**config.mk**
```make
export PLATFORM = sky130hd
export DESIGN_NAME = deser_align_ctrl
export DESIGN_NICKNAME = d
export VERILOG_FILES = /design/src/rtl/deser_pkg.sv /design/src/rtl/deser_align_ctrl.sv
export SDC_FILE = /design/constraint.sdc
export NUM_CORES = 1
export LEC_CHECK = 0
export ABC_AREA = 1
export CAP_MARGIN = 20
export CORE_ASPECT_RATIO = 1.5
export CORE_UTILIZATION = 50
export DETAILED_ROUTE_END_ITERATION = 10
export PLACE_DENSITY_LB_ADDON = 0.05
export SETUP_SLACK_MARGIN = 0.3
export SYNTH_ARGS = -nofsm -noshare
export SYNTH_HDL_FRONTEND = slang
export SYNTH_SLANG_ARGS = --single-unit
```
**constraint.sdc**
```tcl
create_clock -name clk_i -period 1.8 [get_ports clk_i]
set_input_delay 0.36 -clock clk_i [delete_from_list [all_inputs] [get_ports clk_i]]
set_output_delay 0.36 -clock clk_i [all_outputs]
set_load 0.005 [all_outputs]
```
**src/rtl/deser_pkg.sv**
```systemverilog
// Shared types and constants for the deserializer word-alignment controller.
package deser_pkg;

    typedef enum logic [2:0] {
        ST_IDLE,
        ST_SETTLE,
        ST_CHECK,
        ST_SLIP,
        ST_WAIT,
        ST_LOCKED,
        ST_FAIL
    } state_e;

    // Clock-lane training word for a 7:1 video link.
    localparam logic [6:0] TRAIN_PATTERN_7 = 7'b1100011;

    // Ceiling log2, never below 1 so it can size a vector directly.
    function automatic int clog2(input int v);
        int r;
        r = 0;
        while ((1 << r) < v) r++;
        return (r < 1) ? 1 : r;
    endfunction

endpackage

```
**src/rtl/deser_align_ctrl.sv**
```systemverilog
// Bitslip controller: slips the deserializer until the training word appears,
// holds lock, and falls back to realignment after repeated mismatches.
module deser_align_ctrl
    import deser_pkg::*;
#(
    parameter int               WIDTH         = 7,
    parameter logic [WIDTH-1:0] TRAIN_PATTERN = WIDTH'(TRAIN_PATTERN_7),
    parameter int               SETTLE_CYC    = 8,
    parameter int               CALIB_GAP     = 4,
    parameter int               LOCK_COUNT    = 16,
    parameter int               LOSS_COUNT    = 4,
    parameter int               MAX_SLIPS     = 7
) (
    input  logic                             clk_i,
    input  logic                             rst_i,
    input  logic                             start_i,
    input  logic [WIDTH-1:0]                 word_i,
    output logic                             calib_o,
    output logic                             locked_o,
    output logic                             busy_o,
    output logic                             error_o,
    output logic [clog2(MAX_SLIPS+1)-1:0]    slip_cnt_o
);

    localparam int SW   = clog2(MAX_SLIPS + 1);
    localparam int MW   = clog2(LOCK_COUNT + 1);
    localparam int LW   = clog2(LOSS_COUNT + 1);
    localparam int TMAX = (SETTLE_CYC > CALIB_GAP) ? SETTLE_CYC : CALIB_GAP;
    localparam int TW   = clog2(TMAX + 1);

    state_e         state, state_nxt;
    logic [TW-1:0]  tmr;
    logic [MW-1:0]  match_cnt;
    logic [LW-1:0]  miss_cnt;
    logic [SW-1:0]  slip_cnt;

    logic hit, settle_done, gap_done, lock_hit, loss_hit, slip_max;

    assign hit         = (word_i == TRAIN_PATTERN);
    assign settle_done = (tmr == TW'(SETTLE_CYC - 1));
    assign gap_done    = (tmr == TW'(CALIB_GAP - 1));
    assign lock_hit    = hit && (match_cnt == MW'(LOCK_COUNT - 1));
    assign loss_hit    = !hit && (miss_cnt == LW'(LOSS_COUNT - 1));
    assign slip_max    = (slip_cnt == SW'(MAX_SLIPS));

    always_ff @(posedge clk_i) begin
        if (rst_i) state <= ST_IDLE;
        else       state <= state_nxt;
    end

    always_comb begin
        state_nxt = state;
        case (state)
            ST_IDLE:   if (start_i) state_nxt = ST_SETTLE;
            ST_SETTLE: if (settle_done) state_nxt = ST_CHECK;
            ST_CHECK: begin
                if (lock_hit)      state_nxt = ST_LOCKED;
                else if (!hit)     state_nxt = slip_max ? ST_FAIL : ST_SLIP;
            end
            ST_SLIP:   state_nxt = ST_WAIT;
            ST_WAIT:   if (gap_done) state_nxt = ST_CHECK;
            ST_LOCKED: if (loss_hit) state_nxt = ST_SETTLE;
            ST_FAIL:   if (start_i) state_nxt = ST_SETTLE;
            default:   state_nxt = ST_IDLE;
        endcase
    end

    // One timer serves both SETTLE and WAIT; it is zeroed on every entry.
    always_ff @(posedge clk_i) begin
        if (rst_i) begin
            tmr       <= '0;
            match_cnt <= '0;
            miss_cnt  <= '0;
            slip_cnt  <= '0;
        end else begin
            case (state)
                ST_IDLE, ST_FAIL: begin
                    if (start_i) begin
                        tmr      <= '0;
                        slip_cnt <= '0;
                    end
                end
                ST_SETTLE: begin
                    tmr       <= tmr + 1'b1;
                    match_cnt <= '0;
                end
                ST_CHECK: begin
                    miss_cnt <= '0;
                    if (hit) match_cnt <= match_cnt + 1'b1;
                end
                ST_SLIP: begin
                    tmr <= '0;
                    if (!slip_max) slip_cnt <= slip_cnt + 1'b1;
                end
                ST_WAIT: begin
                    tmr       <= tmr + 1'b1;
                    match_cnt <= '0;
                end
                ST_LOCKED: begin
                    if (hit) begin
                        miss_cnt <= '0;
                    end else if (loss_hit) begin
                        miss_cnt <= '0;
                        tmr      <= '0;
                    end else begin
                        miss_cnt <= miss_cnt + 1'b1;
                    end
                end
                default: ;
            endcase
        end
    end

    // Outputs are flopped from the next state so they line up with the state register.
    always_ff @(posedge clk_i) begin
        if (rst_i) begin
            calib_o  <= 1'b0;
            locked_o <= 1'b0;
            busy_o   <= 1'b0;
            error_o  <= 1'b0;
        end else begin
            calib_o  <= (state_nxt == ST_SLIP);
            locked_o <= (state_nxt == ST_LOCKED);
            busy_o   <= (state_nxt inside {ST_SETTLE, ST_CHECK, ST_SLIP, ST_WAIT});
            error_o  <= (state_nxt == ST_FAIL);
        end
    end

    assign slip_cnt_o = slip_cnt;

endmodule

```
Word-level counts from Yosys, hierarchy flattened

Cells that the tools add are included.

Magnitude comparators: 0
Equal/unequal tests: 23
Add/subtract/negate cells: 4
Reductions and logical operators: 14
Muxes and demuxes: 20
Div/mod/pow operators: 0
Shift operators: 0
Multipliers: 0
Bitwise gates (word level): 0

Operators by type and width:

| cell                                           | count |
|---|---|
| two-way mux 3 bit                              | 11 |
| == test 3 bit (second input constant)          | 7 |
| case mux 3 bit (6 select lines)                | 1 |
| case mux 4 bit (4 select lines)                | 1 |
| == test 3 x 2 -> 1 bit (second input constant) | 5 |
| two-way mux 4 bit                              | 3 |
| case mux 3 bit (2 select lines)                | 2 |
| case mux 5 bit (2 select lines)                | 1 |
| inequality test 2 bit (second input constant)  | 4 |
| nonzero test 4 bit                             | 2 |
| == test 7 bit (second input constant)          | 1 |
| adder 3 x 1 -> 3 bit (second input constant)   | 2 |
| == test 3 x 1 -> 1 bit (second input constant) | 2 |
| nonzero test 2 bit                             | 3 |
| adder 5 x 1 -> 5 bit (second input constant)   | 1 |
| == test 5 x 4 -> 1 bit (second input constant) | 1 |
| two-way mux 5 bit                              | 1 |
| adder 4 x 1 -> 4 bit (second input constant)   | 1 |
| == test 4 x 2 -> 1 bit (second input constant) | 1 |
| == test 4 x 3 -> 1 bit (second input constant) | 1 |
| AND reduction 4 bit                            | 1 |
| OR reduction 2 bit                             | 2 |
| zero test 3 bit                                | 1 |
| AND reduction 3 bit                            | 1 |
| other kinds (4)                                | 5 |

Memories kept: 0
Flip-flop bits (word level): 22
ROM bits: 0
RAM bits: 0
Output and inout port bits: 7
Input port bits: 10
Word-level logic and storage cells: 70
Bits in latches: 0

Longest topological paths before layout

Gate-level depths: netlist of the first run.

Depth in word-level cells: 7
Gate-level depth with buffers: 12
Depth with buffers taken out: 12

Least setup slack after synthesis of the first run

Ideal clock, no wire load.

Kind: flip-flop to flip-flop
Start: reg match_cnt[0]
End: reg busy_o
Period minus slack after synthesis: 1516 ps
Stages on the path, launching flop included: 12
Data required time: 1687 ps
Data arrival time: 1404 ps
Path slack: 284 ps
Buffers on the path: 0
Library setup time: 113 ps
Cell sequence: dfxtp_1 > ha_1 > inv_1 > nor3_1 > ha_1 > nor2_1 > o21ai_0 > nand2_1 > nor2_1 > nand2_1 > nand2_1 > nor2_1

Longest elaborated chain between the ends: 6
Elaborated cells between the ends (all ways): 9
Those cells by class: eq/ne: 5; mux: 2; reduce/logical: 2

RTL lines:

| item                                                 | RTL line                | text |
|---|---|---|
| from (decl)                                          | deser_align_ctrl.sv:33  | `logic [MW-1:0] match_cnt;` |
| from (signal assigned)                               | deser_align_ctrl.sv:89  | `if (hit) match_cnt <= match_cnt + 1'b1;` |
| == test 5 x 4 -> 1 bit *                             | deser_align_ctrl.sv:42  | `assign lock_hit = hit && (match_cnt == MW'(LOCK_COUNT - 1));` |
| logical AND 1 bit *                                  | deser_align_ctrl.sv:42  |  |
| two-way mux 3 bit *                                  | deser_align_ctrl.sv:57  | `if (lock_hit) state_nxt = ST_LOCKED;` |
| case mux 3 bit (6 select lines) *                    | deser_align_ctrl.sv:53  | `case (state)` |
| == test 3 x 1 -> 1 bit, or another cell as far along | deser_align_ctrl.sv:124 | `busy_o <= (state_nxt inside {ST_SETTLE, ST_CHECK, ST_SLIP, ST_WAIT});` |
| nonzero test 4 bit *                                 | deser_align_ctrl.sv:124 |  |
| to (signal assigned)                                 | deser_align_ctrl.sv:124 |  |
| to (decl)                                            | deser_align_ctrl.sv:20  | `output logic busy_o,` |

Mark *: on every way between the ends. The rest lies on a longest branch, timed or not.
A chain may end at the register's enable or synchronous reset.

Worst setup path after layout of the first run

Same ends and word-level chain as after synthesis.

==> results of run 1 <==
layer usage:
layer / part of all wire / wire length (µm)
met1: 0.39 / 1166
met2: 0.55 / 1626
met3: 0.036 / 106
met5: 0 / 0
met4: 0.019 / 55
worst max-delay path, cell delays in order, from the launching register on:
cell                      delay [ns]
sky130_fd_sc_hd__dfxtp_2        0.36
sky130_fd_sc_hd__ha_4           0.16
sky130_fd_sc_hd__inv_2          0.07
sky130_fd_sc_hd__nor3_4         0.04
sky130_fd_sc_hd__ha_2           0.20
sky130_fd_sc_hd__nor2_1         0.12
sky130_fd_sc_hd__nand3_1        0.09
sky130_fd_sc_hd__nand3_1        0.11
sky130_fd_sc_hd__nand2_2        0.08
sky130_fd_sc_hd__nor2_2         0.12
sky130_fd_sc_hd__nand2_1        0.06
sky130_fd_sc_hd__nand2_1        0.05
sky130_fd_sc_hd__nor2_1         0.04
cell type report:
cell class                      count  area share
Clock buffer                        3     0.01366
Clock inverter                      1     0.01821
Inverter                           29     0.06753
Multi-Input combinational cell    122      0.4461
Sequential cell                    22      0.2762
Tap cell                           23     0.01745
Timing Repair Buffer               31      0.1608
where the power goes:
part           internal (mW)  switching (mW)
clock network          0.225           0.163
logic                 0.0818          0.0880
registers              0.504          0.0154
metrics by stage:
stage | std cells | cell area [µm²]
after floorplan | 176 | 1245
after global placement | 217 | 1445
after detailed placement | 217 | 1445
after CTS | 229 | 1574
after global routing | 231 | 1649
final | 231 | 1649
what timing repair did:
item	4_1_cts	5_1_grt
pin swaps	12	9
endpoints found under the setup margin	18	20
resized for setup	19	18
setup buffers	8	2
endpoints found under the hold margin	0	0
registers in the layout (all words and copies together), names as in the netlist:
register    flops
match_cnt       5
tmr             4
miss_cnt        3
slip_cnt_o      3
state           3
busy_o          1
calib_o         1
error_o         1
locked_o        1
path summary, 6_finish.rpt:
check / slack [ns] / from / endpoint
max: 0.23 / match_cnt[0] / busy_o
min: 0.48 / miss_cnt[0] / miss_cnt[0]
max reg2reg: 0.23 / match_cnt[0] / busy_o
min reg2reg: 0.48 / miss_cnt[0] / miss_cnt[0]
placed cells by master (no fill, tap or decap), types with 3 or more instances in the layout:
master	synthesis	routed
sky130_fd_sc_hd__dfxtp_2	0	9
sky130_fd_sc_hd__nor2_2	1	6
sky130_fd_sc_hd__nand2_2	6	10
sky130_fd_sc_hd__inv_1	23	21
sky130_fd_sc_hd__buf_4	0	15
sky130_fd_sc_hd__a21oi_1	11	11
sky130_fd_sc_hd__nand4_1	4	4
sky130_fd_sc_hd__dfxtp_1	22	12
sky130_fd_sc_hd__inv_2	5	7
sky130_fd_sc_hd__ha_1	7	3
sky130_fd_sc_hd__o21ai_0	6	5
sky130_fd_sc_hd__dlygate4sd2_1	0	6
sky130_fd_sc_hd__nand2_1	34	30
sky130_fd_sc_hd__nand3_1	13	13
sky130_fd_sc_hd__nor2_1	23	18
sky130_fd_sc_hd__clkdlybuf4s50_1	0	10
sky130_fd_sc_hd__clkbuf_4	0	3
cells by family after synthesis:
kind of cell / share of synthesized area
AO/OA/AOI/OAI: 0.1092
adder cells (fa/ha/maj): 0.07078
buffers and inverters: 0.1112
flip-flops: 0.3559
AND/OR/NAND/NOR: 0.3529
==> out/qor.csv, run 1 <==
stage,metric,value,unit
synth,syn-num-nets,193,
critical_path,start_kind,register,
floorplanning,design.die.area,2682,µm²
sta,f_max,637.6,MHz
synth,yosysWarningCount,0,
worst_hold_path,worst_hold_path.num_cells,2,
synth,synthesis.area,1237,µm²
sta,period_share,0.8713,
power_and_ir_drop,power_density,653.5,nW/µm²
floorplanning,die_h,62.93,µm
global_routing,antenna_found_initial,0,
clock_network,hold_buffers,0,
synth,postSynth.topFlopCell,sky130_fd_sc_hd__dfxtp_1,
critical_path,ff2ff_path_depth,12,
sta,setup_tns,0,ns
power_and_ir_drop,post-layout-total-power,1.078,mW
clock_network,maximum_buffer_depth_of_the_clock_tree,2,
critical_path,critPathCaptureType,register,
floorplanning,boundary_pin_count,17,
synth,ys_seq_elements,22,
global_routing,grt_util_met3,0.02023,
clock_network,clock-root-buffer,sky130_fd_sc_hd__clkbuf_4,
layout,final-seq-area,455.4,µm²
global_routing,use_met1,0.2721,
clock_network,clock_insertion_delay_worst_skew,0.32,ns
layout,layout-area-overhead-vs-synth,33.27,%
drt,detailedRoute.firstPassIterationCount,4,
critical_path,critical_path_class,register to register,
drt,num_vias,1246,
sta,fin_crit,1.568,ns
layout,num-fill-cells,195,
synth,synth.top_cells.by_area,"sky130_fd_sc_hd__dfxtp_1 (36%), sky130_fd_sc_hd__nand2_1 (10%), sky130_fd_sc_hd__ha_1 (7.1%), sky130_fd_sc_hd__inv_1 (7.0%), sky130_fd_sc_hd__nor2_1 (7.0%)",
power_and_ir_drop,power_leakage,0.7516,nW
global_routing,gr-total-overflow,0,
floorplanning,effective_utilization_at_floorplan,0.5413,
synth,synth.lib_cells_used.distinct,27,
synth,synthArstFlopShare,0,
sta,max_slew_margin,0.7522,
sta,setup_viol_count_final,0,
synth,synth_enable_flop_cells,0,
global_routing,grt_pass1_vias,1253,
global_routing,grt_start_max_net_pins,14,
synth,syn_area_per_cell,7.031,µm²
global_routing,grt_max_usage_layer,met2,
synth,synth_top_area_cell,sky130_fd_sc_hd__dfxtp_1,
drt,ant_nets,0,
drt,drt_iter0_markers,45,
run_status,status,"complete, no violations",
clock_network,h-tree-depth,1,
drt,drcViolationCount,0,
placement,portBuffers,16,
critical_path,timing.critical_path.arrival,1.81,ns
placement,replace_congestion,0.9780,
synth,synth_sequential_area_ratio,0.3559,
job,maxCapViolCount,0,
floorplanning,std_cell_rows,21,
global_routing,grt_use_total,0.2410,
drt,post_drt_wl_per_cell,12.79,µm
clock_network,number_of_buffers_created_by_cts,3,
layout,post-route-util,0.7214,
drt,viasPerCell,5.394,
sta,report.final.hold_viol_count,0,
critical_path,path_max_fanout,3,
layout,multi_input_comb_area,735.7,µm²
synth,yosys.area.top_type_share,0.3559,
global_routing,grt_util_met2,0.4394,
worst_hold_path,holdCritPathClass,register to register,
synth,synthCells,176,
placement,preCtsSetupSlack,-0.09752,ns
floorplanning,chipWidth,42.62,µm
power_and_ir_drop,vdd_drop_max,0.4629,mV
synth,synth_common_cells,"sky130_fd_sc_hd__nand2_1 (34), sky130_fd_sc_hd__inv_1 (23), sky130_fd_sc_hd__nor2_1 (23)",
placement,dpl.hpwl,2108,µm
floorplanning,floorplan.core_area,2286,µm²
sta,fin_ws,0.2316,ns
layout,antennaDiodeCount,0,
clock_network,cts.clk_slew.worst_paths,0.13,ns
layout,drive_gt1_frac,0.3077,
sta,unrepaired_setup_endpoints_after_global_routing,true,
layout,num-nets-final,226,
sta,pin_slew_with_the_least_headroom_to_its_limit,0.3678,ns
synth,post-synth-top-count-cell,sky130_fd_sc_hd__nand2_1,
clock_network,cts_tree,built,
global_routing,grt_pass1_wl,5112,µm
critical_path,crit_required,2.04,ns
clock_network,cts_sinks,22,
sta,fin_skew,0.009981,ns
sta,worst_hold_slack,0.4845,ns
sta,timing.final.max_slew_violations,0,
drt,detail_route.wirelength,2955,µm
No activity file was read; power rests on OpenSTA's default activity.
==> inputs of run 2 (changes only) <==
--- a/config.mk
+++ b/config.mk
@@ -8,8 +8,10 @@
 export ABC_AREA = 1
 export CAP_MARGIN = 20
 export CORE_ASPECT_RATIO = 1.5
+export CORE_MARGIN = 1
 export CORE_UTILIZATION = 50
 export DETAILED_ROUTE_END_ITERATION = 10
+export DONT_BUFFER_PORTS = 1
 export PLACE_DENSITY_LB_ADDON = 0.05
 export SETUP_SLACK_MARGIN = 0.3
 export SYNTH_ARGS = -nofsm -noshare
==> run 2 against run 1 <==
Net effect: clock power is 31% lower; first-iteration DRC count is 4.4% lower; via count is 11% lower; die area stayed put; global-route usage is 3.0 points lower; critical path type unchanged; routed wire length is 14% lower; cell count is 13% lower.
==> out/qor.csv, run 2 (synthesis results as in run 1) <==
stage,metric,value,unit
clock_network,maximum_buffer_depth_of_the_clock_tree,2,
critical_path,critical_path.max_stage_delay,0.36,ns
sta,fin_skew,0.001310,ns
drt,post_drt_wl_per_cell,12.59,µm
drt,viasPerCell,5.495,
drt,num_vias,1110,
floorplanning,chipWidth,42.62,µm
global_routing,gr-total-overflow,0,
layout,num-fill-cells,204,
sta,unrepaired_setup_endpoints_after_global_routing,true,
sta,setup_tns,0,ns
layout,num-nets-final,197,
floorplanning,effective_utilization_at_floorplan,0.5413,
global_routing,grt_util_met2,0.3958,
global_routing,grt_util_met3,0.02312,
run_status,status,"complete, no violations",
layout,antennaDiodeCount,0,
critical_path,critPathCaptureType,register,
layout,largest_register_ffs,5,
worst_hold_path,holdCritPathClass,primary input to register,
global_routing,antenna_found_initial,0,
placement,numPlacedInstances,196,
critical_path,path_max_fanout,3,
placement,preCtsSetupSlack,0.2025,ns
layout,largest_register_by_flop_count,match_cnt,
clock_network,h-tree-depth,1,
floorplanning,die_h,62.93,µm
critical_path,ff2ff_path_depth,12,
critical_path,critical_path.cell_chain,"ha_4, inv_2, nor3_2, ha_2, nor2_1, nand3_1, nand3_1, nand2_1, nor2_2, nand2_1, nand2_1, nor2_1",
sta,timing.final.max_slew_violations,0,
power_and_ir_drop,power_leakage,0.5862,nW
drt,detail_route.wirelength,2543,µm
drt,ant_nets,0,
power_and_ir_drop,post-layout-total-power,0.8868,mW
sta,period_share,0.8220,
global_routing,grt_max_usage_layer,met2,
critical_path,start_kind,register,
floorplanning,floorplan.core_area,2286,µm²
sta,fin_crit,1.480,ns
worst_hold_path,worst_hold_path.num_cells,1,
layout,drive_gt1_frac,0.2067,
layout,final-instance-count-excl-fill,202,
clock_network,cts_sinks,22,
critical_path,rrSetupSlack,0.32,ns
drt,drcViolationCount,0,
floorplanning,std_cell_rows,21,
critical_path,critical-path-top-cell-by-count,sky130_fd_sc_hd__nand2_1,
power_and_ir_drop,vdd_drop_max,0.5230,mV
drt,detailedRoute.firstPassIterationCount,6,
clock_network,clock-root-buffer,sky130_fd_sc_hd__clkbuf_4,
placement,portBuffers,0,
clock_network,cts_tree,built,
placement,placed_area,1247,µm²
critical_path,cpMaxStageDelayCell,sky130_fd_sc_hd__dfxtp_2,
global_routing,grt_use_total,0.2110,
power_and_ir_drop,power_density,664.2,nW/µm²
sta,report.final.hold_viol_count,0,
global_routing,use_met1,0.2232,
clock_network,number_of_buffers_created_by_cts,3,
sta,pin_slew_with_the_least_headroom_to_its_limit,0.3473,ns
sta,fin_ws,0.3205,ns
layout,final_design_area_no_fill,1335,µm²
floorplanning,design.die.area,2682,µm²
clock_network,cts.clk_slew.worst_paths,0.12,ns
global_routing,grt_pass1_vias,1132,
global_routing,grt_pass1_wl,4540,µm
layout,most-common-layout-cells,"sky130_fd_sc_hd__nand2_1 (34), sky130_fd_sc_hd__inv_1 (22), sky130_fd_sc_hd__nor2_1 (21)",
worst_hold_path,hold_end,state[0],
sta,max_slew_margin,0.7660,
sta,f_max,675.9,MHz
critical_path,timing.critical_path.arrival,1.70,ns
placement,replace_congestion,0.8314,
drt,drt_iter0_markers,43,
critical_path,critical_path_class,register to register,
layout,reg.largest.list,"match_cnt x5, tmr x4",
placement,dpl.hpwl,1942,µm
critical_path,r2r_end,busy_o,
worst_hold_path,holdCritStartpoint,rst_i,
layout,layout-area-overhead-vs-synth,7.887,%
critical_path,regToRegStartpoint,match_cnt[0],
critical_path,crit_required,2.02,ns
sta,setup_viol_count_final,0,
layout,layout.cells.most_common,sky130_fd_sc_hd__nand2_1,
global_routing,grt_start_max_net_pins,15,
job,maxCapViolCount,0,
floorplanning,boundary_pin_count,17,
clock_network,clock_insertion_delay_worst_skew,0.30,ns
run 2: cell count changes in the layout (fill, tap and decap cells not counted), moves of 2 or more:
cell                              change
sky130_fd_sc_hd__nand2_1              +4
sky130_fd_sc_hd__ha_1                 +2
sky130_fd_sc_hd__dfxtp_1              +3
sky130_fd_sc_hd__nor2_1               +3
sky130_fd_sc_hd__buf_4               -13
sky130_fd_sc_hd__dlygate4sd2_1        -6
sky130_fd_sc_hd__dfxtp_2              -4
sky130_fd_sc_hd__clkdlybuf4s50_1     -10
sky130_fd_sc_hd__nor2_2               -4
sky130_fd_sc_hd__nand2_2              -4
run 2: worst max-delay path, delay by kind of cell (launching register included):
| family | cells | cell delay [ns] |
|---|---|---|
| AND/OR/NAND/NOR | 9 | 0.63 |
| adder cells (fa/ha/maj) | 2 | 0.35 |
| buffers and inverters | 1 | 0.06 |
| flip-flops | 1 | 0.36 |
run 2: where the power goes:
part,internal (mW),switching (mW)
sequential,0.501,0.0203
clock,0.123,0.145
combinational,0.0338,0.0631
run 2: worst max-delay path by stage:
stage                             from  cells past startpoint      to
final                     match_cnt[0]                     12  busy_o
after global routing      match_cnt[0]                     11  busy_o
after CTS                 match_cnt[1]                     11  busy_o
after detailed placement  match_cnt[0]                     12  busy_o
after global placement    match_cnt[0]                     12  busy_o
after floorplan           match_cnt[0]                     12  busy_o
run 2: routing by layer:
metal  part of all wire  up-vias
met2               0.55       16
li1                   -      572
met5                  0        -
met1               0.41      517
met4              0.016        0
met3              0.022        5
run 2: area by class of cell:
| type | instances | area [µm²] | area share |
|---|---|---|---|
| flip-flops and latches | 22 | 454.2 | 0.3402 |
| inverters | 29 | 111.4 | 0.08341 |
| multi-input cells | 122 | 689.4 | 0.5164 |
| well taps | 23 | 28.78 | 0.02156 |
| repair buffers | 2 | 15.01 | 0.01125 |
| clock buffers | 4 | 36.28 | 0.02718 |
run 2: stage by stage:
stage,utilization,hold WS (ns)
2_1_floorplan,-,0.4291
3_3_place_gp,0.5457,0.4316
3_5_place_dp,0.5457,0.4324
4_1_cts,0.5725,0.09248
5_1_grt,0.5840,0.07778
6_report,0.5840,0.09546
run 2: what timing repair did:
action	4_1_cts	5_1_grt
pin swaps	3	8
buffers inserted	2	0
endpoints found under the setup margin	7	13
hold buffers	0	0
gates resized for setup	8	8
==> inputs of run 3 (changes only) <==
==> constraint.sdc (replaced) <==
create_clock -name clk_i -period 1.55 [get_ports clk_i]
set_input_delay 0.31 -clock clk_i [delete_from_list [all_inputs] [get_ports clk_i]]
set_output_delay 0.31 -clock clk_i [all_outputs]
set_load 0.005 [all_outputs]
==> run 3 against run 2 <==
Net effect: clock skew is 0.0017 ns higher; die area is the same; cell count up 5.9%; global-route usage rose by 0.37 points; first-iteration DRC count shrank 42%; design area up 22%; sequential share of layout area down 5.4 points; largest cell class unchanged.
==> out/qor.csv, run 3 (synthesis results as in run 1) <==
stage,metric,value,unit
run_status,status,"complete, no violations",
clock_network,h-tree-depth,1,
sta,fin_ws,0.01168,ns
floorplanning,die_h,62.93,µm
placement,replace_congestion,0.9340,
layout,reg.largest.list,"match_cnt x5, tmr x4",
layout,largest_register_by_flop_count,match_cnt,
critical_path,crit_required,1.78,ns
sta,fin_crit,1.538,ns
layout,num-nets-final,209,
drt,post_drt_wl_per_cell,13.51,µm
worst_hold_path,hold_end,tmr[0],
worst_hold_path,holdCritStartpoint,rst_i,
sta,setup_viol_count_final,0,
clock_network,clock_insertion_delay_worst_skew,0.32,ns
layout,num-fill-cells,170,
clock_network,number_of_buffers_created_by_cts,3,
clock_network,hold_buffers,0,
placement,dpl.hpwl,1856,µm
global_routing,gr-total-overflow,0,
drt,ant_nets,0,
critical_path,r2r_end,busy_o,
job,maxCapViolCount,0,
critical_path,timing.critical_path.arrival,1.77,ns
clock_network,cts_sinks,22,
layout,final_design_area_no_fill,1624,µm²
clock_network,cts_tree,built,
floorplanning,chipWidth,42.62,µm
clock_network,clock-root-buffer,sky130_fd_sc_hd__clkbuf_4,
global_routing,grt_pass1_vias,1136,
critical_path,regToRegStartpoint,match_cnt[1],
layout,layout.cells.most_common,sky130_fd_sc_hd__nand2_1,
critical_path,path_max_fanout,3,
global_routing,antenna_found_initial,0,
layout,antennaDiodeCount,0,
sta,period_share,0.9925,
layout,post-route-util,0.7105,
layout,most-common-layout-cells,"sky130_fd_sc_hd__nand2_1 (28), sky130_fd_sc_hd__inv_1 (20), sky130_fd_sc_hd__nor2_1 (18)",
power_and_ir_drop,power_leakage,0.6802,nW
drt,viasPerCell,5.495,
sta,pin_slew_with_the_least_headroom_to_its_limit,0.2512,ns
layout,largest_register_ffs,5,
floorplanning,std_cell_rows,21,
clock_network,maximum_buffer_depth_of_the_clock_tree,2,
worst_hold_path,holdCritPathClass,primary input to register,
layout,drive_gt1_frac,0.3927,
placement,portBuffers,0,
clock_network,cts.clk_slew.worst_paths,0.12,ns
floorplanning,effective_utilization_at_floorplan,0.5413,
drt,drcViolationCount,0,
power_and_ir_drop,vdd_drop_max,0.5870,mV
critical_path,start_kind,register,
worst_hold_path,worst_hold_path.num_cells,1,
floorplanning,floorplan.core_area,2286,µm²
power_and_ir_drop,post-layout-total-power,1.109,mW
sta,timing.final.max_slew_violations,0,
critical_path,critPathCaptureType,register,
global_routing,grt_use_total,0.2147,
layout,layout-area-overhead-vs-synth,31.24,%
floorplanning,design.die.area,2682,µm²
placement,preCtsSetupSlack,0.03308,ns
sta,max_slew_margin,0.8319,
critical_path,ff2ff_path_depth,11,
sta,setup_tns,0,ns
sta,fin_skew,0.003047,ns
placement,placed_area,1300,µm²
critical_path,critical_path_class,register to register,
power_and_ir_drop,power_density,682.9,nW/µm²
floorplanning,boundary_pin_count,17,
sta,unrepaired_setup_endpoints_after_global_routing,true,
drt,num_vias,1176,
drt,detail_route.wirelength,2891,µm
drt,drt_iter0_markers,25,
sta,f_max,650.1,MHz
sta,report.final.hold_viol_count,0,
global_routing,grt_pass1_wl,4526,µm
critical_path,rrSetupSlack,0.01,ns
drt,detailedRoute.firstPassIterationCount,4,
global_routing,grt_start_max_net_pins,15,
-- run 3: cell count changes in the layout (fill, tap and decap cells not counted), moves of 5 or more --
cell                      previous run  this run
sky130_fd_sc_hd__buf_6               0         7
sky130_fd_sc_hd__buf_4               2         7
sky130_fd_sc_hd__nand2_4             0         5
sky130_fd_sc_hd__nand2_1            34        28
-- run 3: final cells by class --
class | instances | area (µm²) | area share
multi-input cells | 122 | 845.8 | 0.5208
clock buffers | 4 | 36.28 | 0.02234
repair buffers | 14 | 131.4 | 0.08089
well taps | 23 | 28.78 | 0.01772
inverters | 29 | 116.4 | 0.07165
flip-flops and latches | 22 | 465.4 | 0.2866
-- run 3: critical path: stages (launching register included) --
cell and delay (ns):
sky130_fd_sc_hd__dfxtp_2 0.37, sky130_fd_sc_hd__ha_4 0.14, sky130_fd_sc_hd__inv_2 0.04, sky130_fd_sc_hd__nor3_4 0.15
sky130_fd_sc_hd__ha_4 0.17, sky130_fd_sc_hd__nor2_1 0.05, sky130_fd_sc_hd__o21ai_1 0.16, sky130_fd_sc_hd__nand2_1 0.10
sky130_fd_sc_hd__nor2_2 0.11, sky130_fd_sc_hd__nand2_1 0.06, sky130_fd_sc_hd__nand2_1 0.05, sky130_fd_sc_hd__nor2_1 0.04
-- run 3: how the worst max path moves through the flow --
stage | slack (ns) | cells past startpoint | from | to
after floorplan | 0.16 | 11 | match_cnt[1] | busy_o
after detailed placement | 0.03 | 11 | match_cnt[0] | busy_o
after global routing | -0.11 | 11 | match_cnt[1] | busy_o
after CTS | 0.02 | 11 | match_cnt[1] | busy_o
after global placement | 0.07 | 11 | match_cnt[1] | busy_o
final | 0.01 | 11 | match_cnt[1] | busy_o
-- run 3: layer usage --
metal / vias up / share of wire / global-route usage
met5: - / 0 / 0
li1: 601 / - / -
met3: 9 / 0.039 / 0.02312
met4: 0 / 0.026 / 0.09766
met1: 534 / 0.39 / 0.2276
met2: 32 / 0.54 / 0.4015
-- run 3: timing repair --
| item | CTS | global route |
|---|---|---|
| setup buffers | 7 | 2 |
| setup endpoints to repair | 21 | 22 |
| resized for setup | 28 | 36 |
| pin swaps | 9 | 8 |
| endpoints found under the hold margin | 0 | 0 |
-- run 3: stage by stage --
step	hold WS, ns	cells
floorplan	0.3791	176
CTS	0.03441	212
global route	0.01069	214
detailed placement	0.3766	201
finish	0.02591	214
global placement	0.3742	201
-- run 3: report_power, final --
| group | internal, mW | switching (mW) |
|---|---|---|
| clock | 0.144 | 0.181 |
| sequential | 0.581 | 0.0255 |
| combinational | 0.0741 | 0.104 |
| total | 0.799 | 0.310 |
